[src/rtl/load_unit.sv]
// Load unit for the MEM stage: takes one load from the pipeline and issues a
// word-aligned read on the request/grant/rvalid data-memory interface. It then
// extracts and extends the byte, half or word from the response and returns it
// with a one-cycle writeback strobe. Misaligned loads are trapped without
// touching the bus.
module load_unit #(
    parameter int XLEN = 32
) (
    input  logic            clk_i,
    input  logic            rst_ni,
    input  logic            load_valid_i,
    input  logic [XLEN-1:0] load_addr_i,
    input  logic [2:0]      load_size_onehot_i,
    input  logic            load_unsigned_i,
    input  logic [4:0]      load_rd_i,
    input  logic            flush_i,
    output logic            mem_req_o,
    output logic [XLEN-1:0] mem_addr_o,
    input  logic            mem_gnt_i,
    input  logic            mem_rvalid_i,
    input  logic [XLEN-1:0] mem_rdata_i,
    input  logic            mem_err_i,
    output logic            busy_o,
    output logic            wb_valid_o,
    output logic [XLEN-1:0] wb_data_o,
    output logic [4:0]      wb_rd_o,
    output logic            misaligned_load_o,
    output logic            load_fault_o
);

    typedef enum logic [2:0] {IDLE, REQ, WAIT, RESP, EXC} state_e;
    typedef enum logic [1:0] {SZ_BYTE, SZ_HALF, SZ_WORD} size_e;

    state_e          state_q;
    size_e           size_q;
    logic [XLEN-1:0] addr_q;
    logic            uns_q;
    logic [4:0]      rd_q;
    logic            cancel_q;
    logic            err_q;
    logic [XLEN-1:0] wb_data_q;
    logic [4:0]      wb_rd_q;

    size_e           size_d;
    logic            size_ok_d;
    logic            misaligned_d;
    logic [XLEN-1:0] fmt_data_d;
    logic [4:0]      byte_shift;
    logic [4:0]      half_shift;
    logic [7:0]      byte_val;
    logic [15:0]     half_val;

    // Decode the request size with byte > half > word priority and check alignment
    always_comb begin
        size_d       = SZ_BYTE;
        size_ok_d    = 1'b1;
        misaligned_d = 1'b0;
        if (load_size_onehot_i[0]) begin
            size_d = SZ_BYTE;
        end else if (load_size_onehot_i[1]) begin
            size_d       = SZ_HALF;
            misaligned_d = load_addr_i[0];
        end else if (load_size_onehot_i[2]) begin
            size_d       = SZ_WORD;
            misaligned_d = |load_addr_i[1:0];
        end else begin
            size_ok_d = 1'b0;
        end
    end

    assign byte_shift = {addr_q[1:0], 3'b000};
    assign half_shift = {addr_q[1], 4'b0000};
    assign byte_val   = mem_rdata_i[byte_shift +: 8];
    assign half_val   = mem_rdata_i[half_shift +: 16];

    // Select the addressed lane of the response word and sign/zero-extend it
    always_comb begin
        fmt_data_d = mem_rdata_i;
        case (size_q)
            SZ_BYTE: fmt_data_d = {{(XLEN-8){~uns_q & byte_val[7]}}, byte_val};
            SZ_HALF: fmt_data_d = {{(XLEN-16){~uns_q & half_val[15]}}, half_val};
            default: fmt_data_d = mem_rdata_i;
        endcase
    end

    // Load sequencer: accept, request, wait for data, then pulse writeback or exception
    always_ff @(posedge clk_i) begin
        if (!rst_ni) begin
            state_q   <= IDLE;
            size_q    <= SZ_BYTE;
            addr_q    <= '0;
            uns_q     <= 1'b0;
            rd_q      <= '0;
            cancel_q  <= 1'b0;
            err_q     <= 1'b0;
            wb_data_q <= '0;
            wb_rd_q   <= '0;
        end else begin
            case (state_q)
                IDLE: begin
                    cancel_q <= 1'b0;
                    if (load_valid_i && size_ok_d) begin
                        addr_q  <= load_addr_i;
                        size_q  <= size_d;
                        uns_q   <= load_unsigned_i;
                        rd_q    <= load_rd_i;
                        state_q <= misaligned_d ? EXC : REQ;
                    end
                end
                EXC: begin
                    state_q <= IDLE;
                end
                REQ: begin
                    if (flush_i) cancel_q <= 1'b1;
                    if (mem_gnt_i) state_q <= WAIT;
                end
                WAIT: begin
                    if (flush_i) cancel_q <= 1'b1;
                    if (mem_rvalid_i) begin
                        err_q <= mem_err_i;
                        // A faulting response must not disturb the last good result
                        if (!mem_err_i) begin
                            wb_data_q <= fmt_data_d;
                            wb_rd_q   <= rd_q;
                        end
                        state_q <= RESP;
                    end
                end
                RESP: begin
                    cancel_q <= 1'b0;
                    state_q  <= IDLE;
                end
                default: begin
                    state_q <= IDLE;
                end
            endcase
        end
    end

    // Outputs derive from registered state; a flush arriving in RESP still cancels the pulses
    assign busy_o            = (state_q != IDLE);
    assign mem_req_o         = (state_q == REQ);
    assign mem_addr_o        = {addr_q[XLEN-1:2], 2'b00};
    assign misaligned_load_o = (state_q == EXC);
    assign wb_valid_o        = (state_q == RESP) && !err_q && !cancel_q && !flush_i;
    assign load_fault_o      = (state_q == RESP) && err_q && !cancel_q && !flush_i;
    assign wb_data_o         = wb_data_q;
    assign wb_rd_o           = wb_rd_q;

endmodule

[config.mk]
export PLATFORM = sky130hd
export DESIGN_NAME = load_unit
export DESIGN_NICKNAME = d
export VERILOG_FILES = /design/src/rtl/load_unit.sv
export SDC_FILE = /design/constraint.sdc
export NUM_CORES = 1
export LEC_CHECK = 0
export BUFFER_PORTS_ARGS = -buffer_cell sky130_fd_sc_hd__buf_2
export CORE_MARGIN = 4
export CORE_UTILIZATION = 49
export DETAILED_ROUTE_END_ITERATION = 6
export PLACE_DENSITY = 0.8
export SLEW_MARGIN = 20
export SYNTH_ARGS = -nofsm -noshare
export SYNTH_HDL_FRONTEND = slang
export SYNTH_SLANG_ARGS = --single-unit
[constraint.sdc]
create_clock -name clk_i -period 1.9 [get_ports clk_i]
set_input_delay 0.095 -clock clk_i [delete_from_list [all_inputs] [get_ports clk_i]]
set_output_delay 0.095 -clock clk_i [all_outputs]
set_load 0.1 [all_outputs]
Word-level counts from Yosys, hierarchy flattened
Cells that the tools add are included.

operators by class
  multipliers = 0
  bitwise gates (word level) = 4
  equality and inequality tests = 9
  divide/modulo/power cells = 0
  magnitude comparators = 0
  reductions and logical operators = 22
  shifts and indexed selects = 2
  add/subtract/negate cells = 0
  muxes and demuxes = 17

operators with widths
  operator            number
  $pmux 32 s2         1
  $shiftx 32x6->16    1
  $shiftx 32x6->8     1
  $mux 3              4
  $pmux 3 s3          1
  $logic_and 1x1->1   7
  $mux 1              7
  $eq 3x2->1 const B  2
  $mux 2              3
  $reduce_and 2->1    3
  $reduce_and 3->1    2
  $reduce_or 2->1     3
  $ne 2x1->1 const B  2
  $ne 2x2->1 const B  2
  $eq 3x1->1 const B  1
  $eq 3x3->1 const B  1
  $logic_not 1->1     3
  $logic_not 3->1     1
  $reduce_bool 3->1   1
  $and 1x1->1         2
  $eq 2x1->1 const B  1
  $logic_not 2->1     1
  $not 1->1           2
  $pmux 1 s2          1
  $reduce_bool 2->1   1

storage, ports and cells
  memory bits (read-only) = 0
  bits in writable memories = 0
  output and inout bits = 74
  register bits = 82
  bits in latches = 0
  logic and storage cells = 63
  memories kept = 0

Depth between registers and ports, before layout
Gate-level depths: netlist (run 1).

  depth in word-level cells = 7
  mapped depth = 7

Worst setup path after synthesis (run 1)
No wires, ideal clock.

  kind = reg2out
  start point = register state_q[0]
  end point = output port misaligned_load_o
  data arrival time = 2.761 ns
  data required time = 1.805 ns
  cell stages (with the launch flop) = 3
  setup slack = -0.956 ns
  path buffers = 1
  path through = dfxtp_1 clkbuf_1 nor3b_1

on the way
  cells in the longest elaborated chain, start to end = 1

ends and longest elaborated chain
  element                 RTL line  RTL
  start, declared         34        state_e state_q;
  start signal, assigned  107       state_q <= misaligned_d ? EXC : REQ;
  $eq 3x3->1              144       assign misaligned_load_o = (state_q == EXC);
  end, declared           27        output logic misaligned_load_o,

No other way between the ends.

Worst setup path in the final report (run 1)
  start point = register state_q[2]
  end point = output port load_fault_o

on the way
  cells in the longest elaborated chain, start to end = 4

ends and longest elaborated chain
  element                          RTL line  RTL
  $eq 3x2->1                       146       assign load_fault_o = (state_q == RESP) && err_q && !cancel_q && !flush_i;
  $logic_and 1x1->1 (3 in series)  146
  end, declared                    28        output logic load_fault_o

No other way between the ends.

==> flow_summary.toml, run 1 <==
[hold_path]
worstHoldStart = "load_addr_i[30]"
hp-class = "input port to flop"
min_path_cells = 3
worstHoldEndpoint = "addr_q[30]"

[layout]
drive_gt1_share_pct = 32.9
diodes = 0
fin_util_pct = 68.3
layout_commonest_cell = "buf_2"
final_cells = 734
syn_to_final_growth_pct = 34.1
layout_common_cells = "buf_2, nand2_1, dfxtp_1"
fillers = 628
nets = 707

[sta]
hold_viol_final = 0
layout_min_cycle_time_ns = 1.83
slew_viol_final = 0
fin_skew_ns = 0.00725
tns_ns = 0
slew_headroom_pct = 51.3
min_period_over_period_pct = 96.4
finalSetupViolations = 0
rsz0062_at_grt = "no"
hold-worst-slack_ns = 0.00996
worstMarginPinSlew_ns = 0.731
fmax_mhz = 546

[synthesis]
synth-simple-area-share_pct = 17.2
synth_cell_types = 40
muxShareOfSynthArea_pct = 10.9
synth.area.top_cells = "dfxtp_1, nand2_1, a21boi_0, mux2i_1, buf_4"
synth_top_area_share_pct = 41.5
synth_top_family_by_area = "compound AO/OA/AOI/OAI gates"
syn_avg_cell_area_sq_um = 8.48
ys_async_sr_fraction_pct = 0
synth_area_leader_cell = "dfxtp_1"
ys_warn_count = 0
synth_seq_area_share_pct = 41.5
syn_area_sq_um = 3950
yosys_most_used_dff = "dfxtp_1"
synth_xor_area_share_pct = 0.222
synth_cells = 466
synth_compound_area_share_pct = 19.3
ys_ff_latch = 82
synth_edf_count = 0
synthAdderAreaFrac_pct = 0

[clocking]
cts_sinks = 82
htreeDepth = 3
clockBufferDepth = 2
cts_root_buffer = "clkbuf_8"
tritoncts = "built"
cts.clk_slew.worst_paths_ns = 0.08
clkLatencyLatePin_ns = 0.36
cts_inserted_buffers = 9

[global_routing]
grt_pass1_vias = 3865
grt_pass1_wl_microns = 18500
antenna_found_initial = 0
grt-ovfl-total = 0
track_usage_pct = 23.5
grt_max_degree = 41

[setup_path]
rr_startpoint = "state_q[0]"
crit_fanout = 8
reg2reg_depth = 4
required_ns = 1.80
critPathTopFamily = "simple AND/OR/NAND/NOR gates"
cp_slowest_cell = "dfxtp_1"
cpPeakStageDelay_ns = 0.37
cp_num_buf_inv = 2
crit_type = "flop to output port"
r2r_end = "addr_q[8]"
r2r_slack_ns = 0.11
worstPathArrival_ns = 1.74
end_kind = "output port"
worst_setup_path_start_kind = "flop"
path_cells = "buf_4 -> nand2b_1 -> nor3_1 -> and3_1 -> buf_12"

[detailed_routing]
post-route-drc-count = 0
drt-total-wl_microns = 11300
route.vias.total = 3889
drt_pass1_iterations = 4
avgViaCountPerCell = 5.30
drtAntennaViolNets = 0
initialDrtViolationCount = 164
post_drt_wl_per_cell_microns = 15.4

[placement]
port_buffers = 151
gp_congestion = 0.891
hpwl_microns = 7800
dp.cells = 671

[pwr]
power_density_nw_per_um2 = 813
p_leak_nw = 2.30
ir_drop_uv = 395

[outcome]
status = "complete, no violations"

[die]
rows = 32
die_h_microns = 97.8
coreArea_sq_um = 7770
initial_core_util_pct = 50.9
die_w_microns = 97.8
io_pins = 154
die-area_sq_um = 9570

[flow_run]
drv_cap = 0
-- worst min-delay path, cell delays in order --
cell and delay, ns:
buf_2 0.09, nand2_1 0.06, a21boi_0 0.07
-- how the worst max path moves through the flow --
| stage | cells after the start | slack, ns | to | startpoint |
|---|---|---|---|---|
| after floorplan | 2 | 0.03 | misaligned_load_o | state_q[1] |
| after global placement | 4 | 0.17 | wb_data_o[11] | state_q[1] |
| after detailed placement | 4 | 0.13 | wb_data_o[8] | state_q[1] |
| after CTS | 5 | 0.006 | load_fault_o | state_q[0] |
| after global routing | 5 | 0.01 | load_fault_o | state_q[2] |
| final | 5 | 0.07 | load_fault_o | state_q[2] |
-- logic make-up (layout without fill, tap and decap cells) --
logic type / count (synthesis) / in the layout
and+or+nand+nor: 155 / 155
AOI/OAI and AO/OA: 116 / 116
DFF: 82 / 82
buffers and inverters: 77 / 242
muxes: 34 / 34
other: 1 / 2
xor gates and xnor gates: 1 / 1
-- Yosys cell counts (3+ instances only) --
| cell type | number |
|---|---|
| dfxtp_1 | 82 |
| clkbuf_1 | 19 |
| a22o_1 | 7 |
| nor2b_1 | 4 |
| o21ai_0 | 28 |
| a21boi_0 | 39 |
| nor2_1 | 8 |
| mux4_2 | 7 |
| mux2i_1 | 24 |
| buf_2 | 14 |
| nand2_1 | 122 |
| nand3_1 | 3 |
| nand2b_1 | 3 |
| a21boi_1 | 6 |
| inv_1 | 10 |
| buf_4 | 32 |
| a21oi_1 | 25 |
| mux2_2 | 3 |
-- metal layers --
layer	global-route usage, %	part of all wire [%]	vias up	routed length, microns
li1	-	-	1866	-
met1	28.2	41	1825	4660
met2	39.7	48	170	5470
met3	6.71	7.9	28	898
met4	9.05	2.7	0	304
met5	0	0	-	0
-- power breakdown --
part	switching, mW	total [mW]	internal [mW]
Sequential	0.0540	1.86	1.81
Clock	0.681	1.21	0.526
Combinational	0.885	1.24	0.358
Total	1.62	4.31	2.69
-- timing repair --
item                                    4_1_cts  5_1_grt
endpoints found under the setup margin        0        4
resized for setup                             0        1
hold buffers                                 46        0
endpoints found under the hold margin        46        0
buffers inserted                              0        1
-- flip-flops by register name (all words and copies together) (netlist names) --
signal,flops
wb_rd_o,5
rd_q,5
size_q,2
uns_q,1
wb_data_o,32
cancel_q,1
addr_q,32
err_q,1
state_q,3
-- stage by stage --
step           instance area [sq um]  power [mW]  worst slack [ns]
2_1_floorplan                   3970        2.86            0.0262
3_3_place_gp                    4650        3.04             0.167
3_5_place_dp                    4650        3.06             0.131
4_1_cts                         5290        4.33           0.00622
5_1_grt                         5300        4.50            0.0106
6_report                        5300        4.31            0.0684
-- layout make-up --
type	instances	area (sq um)	share of cell area [%]
timing repair buffer	216	1400	26.4
tap	102	128	2.41
inverter	10	37.5	0.708
multi-input combinational	308	1910	36.0
sequential	82	1640	31.0
clock inverter	6	48.8	0.920
clock buffer	10	138	2.60
(Power assumes the default switching activity.)
==> run 2, diff against run 1 <==
CORE_MARGIN = not set   (was 4)
==> flow_summary.toml, run 2 (synthesis results as in run 1) <==
[pwr]
p_leak_nw = 2.28
power_density_nw_per_um2 = 858
ir_drop_uv = 377

[detailed_routing]
post-route-drc-count = 0
initialDrtViolationCount = 148
drt_pass1_iterations = 4
wl_met2_microns = 5190
top_layer_used = "met4"
drt-total-wl_microns = 10800
drt-met1-wl_microns = 4630
wl_met3_microns = 705
route.vias.total = 3813
avgViaCountPerCell = 5.26
drtAntennaViolNets = 0
post_drt_wl_per_cell_microns = 14.8

[clocking]
postCtsSetupBuffers = 0
cts_sinks = 82
htreeDepth = 3
cts.clk_slew.worst_paths_ns = 0.09
clockBufferDepth = 2
cts_inserted_buffers = 9
tritoncts = "built"
clkLatencyLatePin_ns = 0.35
cts_root_buffer = "clkbuf_8"

[placement]
port_buffers = 151
gp_congestion = 0.875
hpwl_microns = 7210
dpl-instance-area_sq_um = 4640

[sta]
tns_ns = 0
hold-worst-slack_ns = 0.00830
slew_viol_final = 0
hold_viol_final = 0
rsz0062_at_grt = "no"
finalSetupViolations = 0
fin_skew_ns = 0.0144
worstMarginPinSlew_ns = 0.761
fmax_mhz = 572
min_period_over_period_pct = 92.0
slew_headroom_pct = 49.2
layout_min_cycle_time_ns = 1.75

[global_routing]
grt_pass1_wl_microns = 17000
track_usage_pct = 25.3
grt_pass1_vias = 3723
antenna_found_initial = 0
grt_max_degree = 41
grt-ovfl-total = 0

[layout]
syn_to_final_growth_pct = 33.1
nets = 698
layout_commonest_cell = "buf_2"
drive_gt1_share_pct = 32.9
diodes = 0
layout_common_cells = "buf_2, nand2_1, dfxtp_1"
fillers = 604
fin_area_sq_um = 5260

[setup_path]
worstPathArrival_ns = 1.98
crit_fanout = 40
required_ns = 2.13
end_kind = "flop"
r2r_slack_ns = 0.15
crit_type = "flop to flop"
worst_setup_path_start_kind = "flop"

[die]
die_w_microns = 91.8
io_pins = 154
die_h_microns = 91.8
die-area_sq_um = 8430
coreArea_sq_um = 7770
initial_core_util_pct = 50.9
rows = 32

[hold_path]
hp-class = "input port to flop"

[flow_run]
drv_cap = 0

[outcome]
status = "complete, no violations"
run 2: changes by cell type in the layout (fill, tap and decap cells not counted), sizes merged:
cell	delta
bufinv	+2
inv	-2
dlygate4sd3	-7
buf	-2
clkinvlp	-1
clkbuf	+1
run 2: worst paths after layout:
kind                   from    endpoint  depth (start not counted)
max              state_q[1]  addr_q[10]                          4
min          load_addr_i[2]   addr_q[2]                          3
max reg2reg      state_q[1]  addr_q[10]                          4
min reg2reg         rd_q[3]     rd_q[3]                          2
run 2: report_power, final:
group	internal, mW	total, mW	switching (mW)	leakage (nW)
logic	0.345	1.23	0.884	1.51
registers	1.81	1.86	0.0500	0.667
clock network	0.784	1.43	0.645	0.110
run 2: cell type report:
| cell class | instances | area [sq um] | share of cell area (%) |
|---|---|---|---|
| Sequential cell | 82 | 1640 | 31.2 |
| Timing Repair Buffer | 207 | 1320 | 25.0 |
| Inverter | 10 | 37.5 | 0.713 |
| Tap cell | 102 | 128 | 2.43 |
| Clock buffer | 11 | 141 | 2.69 |
| Clock inverter | 5 | 85.1 | 1.62 |
| Multi-Input combinational cell | 308 | 1910 | 36.3 |
run 2: per-layer routing:
metal	up-vias	track usage (%)
li1	1838	-
met1	1793	30.0
met2	156	44.5
met3	26	6.72
met4	0	8.07
met5	-	0
run 2: critical path: stages (launching register included):
cell,delay [ns]
dfxtp_1,0.34
or3_4,0.40
or2_2,0.60
nand2_1,0.16
a21boi_0,0.11
run 2: metrics by stage:
| stage | setup WS (ns) | power [mW] | util, % | std cells |
|---|---|---|---|---|
| 4_1_cts | 0.134 | 4.53 | 67.7 | 725 |
| 3_3_place_gp | 0.229 | 3.03 | 59.7 | 670 |
| 5_1_grt | 0.0555 | 4.70 | 67.7 | 725 |
| 3_5_place_dp | 0.163 | 3.05 | 59.7 | 670 |
| 6_report | 0.153 | 4.51 | 67.7 | 725 |
| 2_1_floorplan | 0.0262 | 2.86 | - | 467 |
run 2: timing repair:
| item | CTS | global route |
|---|---|---|
| gates resized for setup | 0 | 1 |
| endpoints found under the setup margin | 0 | 1 |
| hold endpoints to repair | 39 | 0 |
| hold buffers | 39 | 0 |
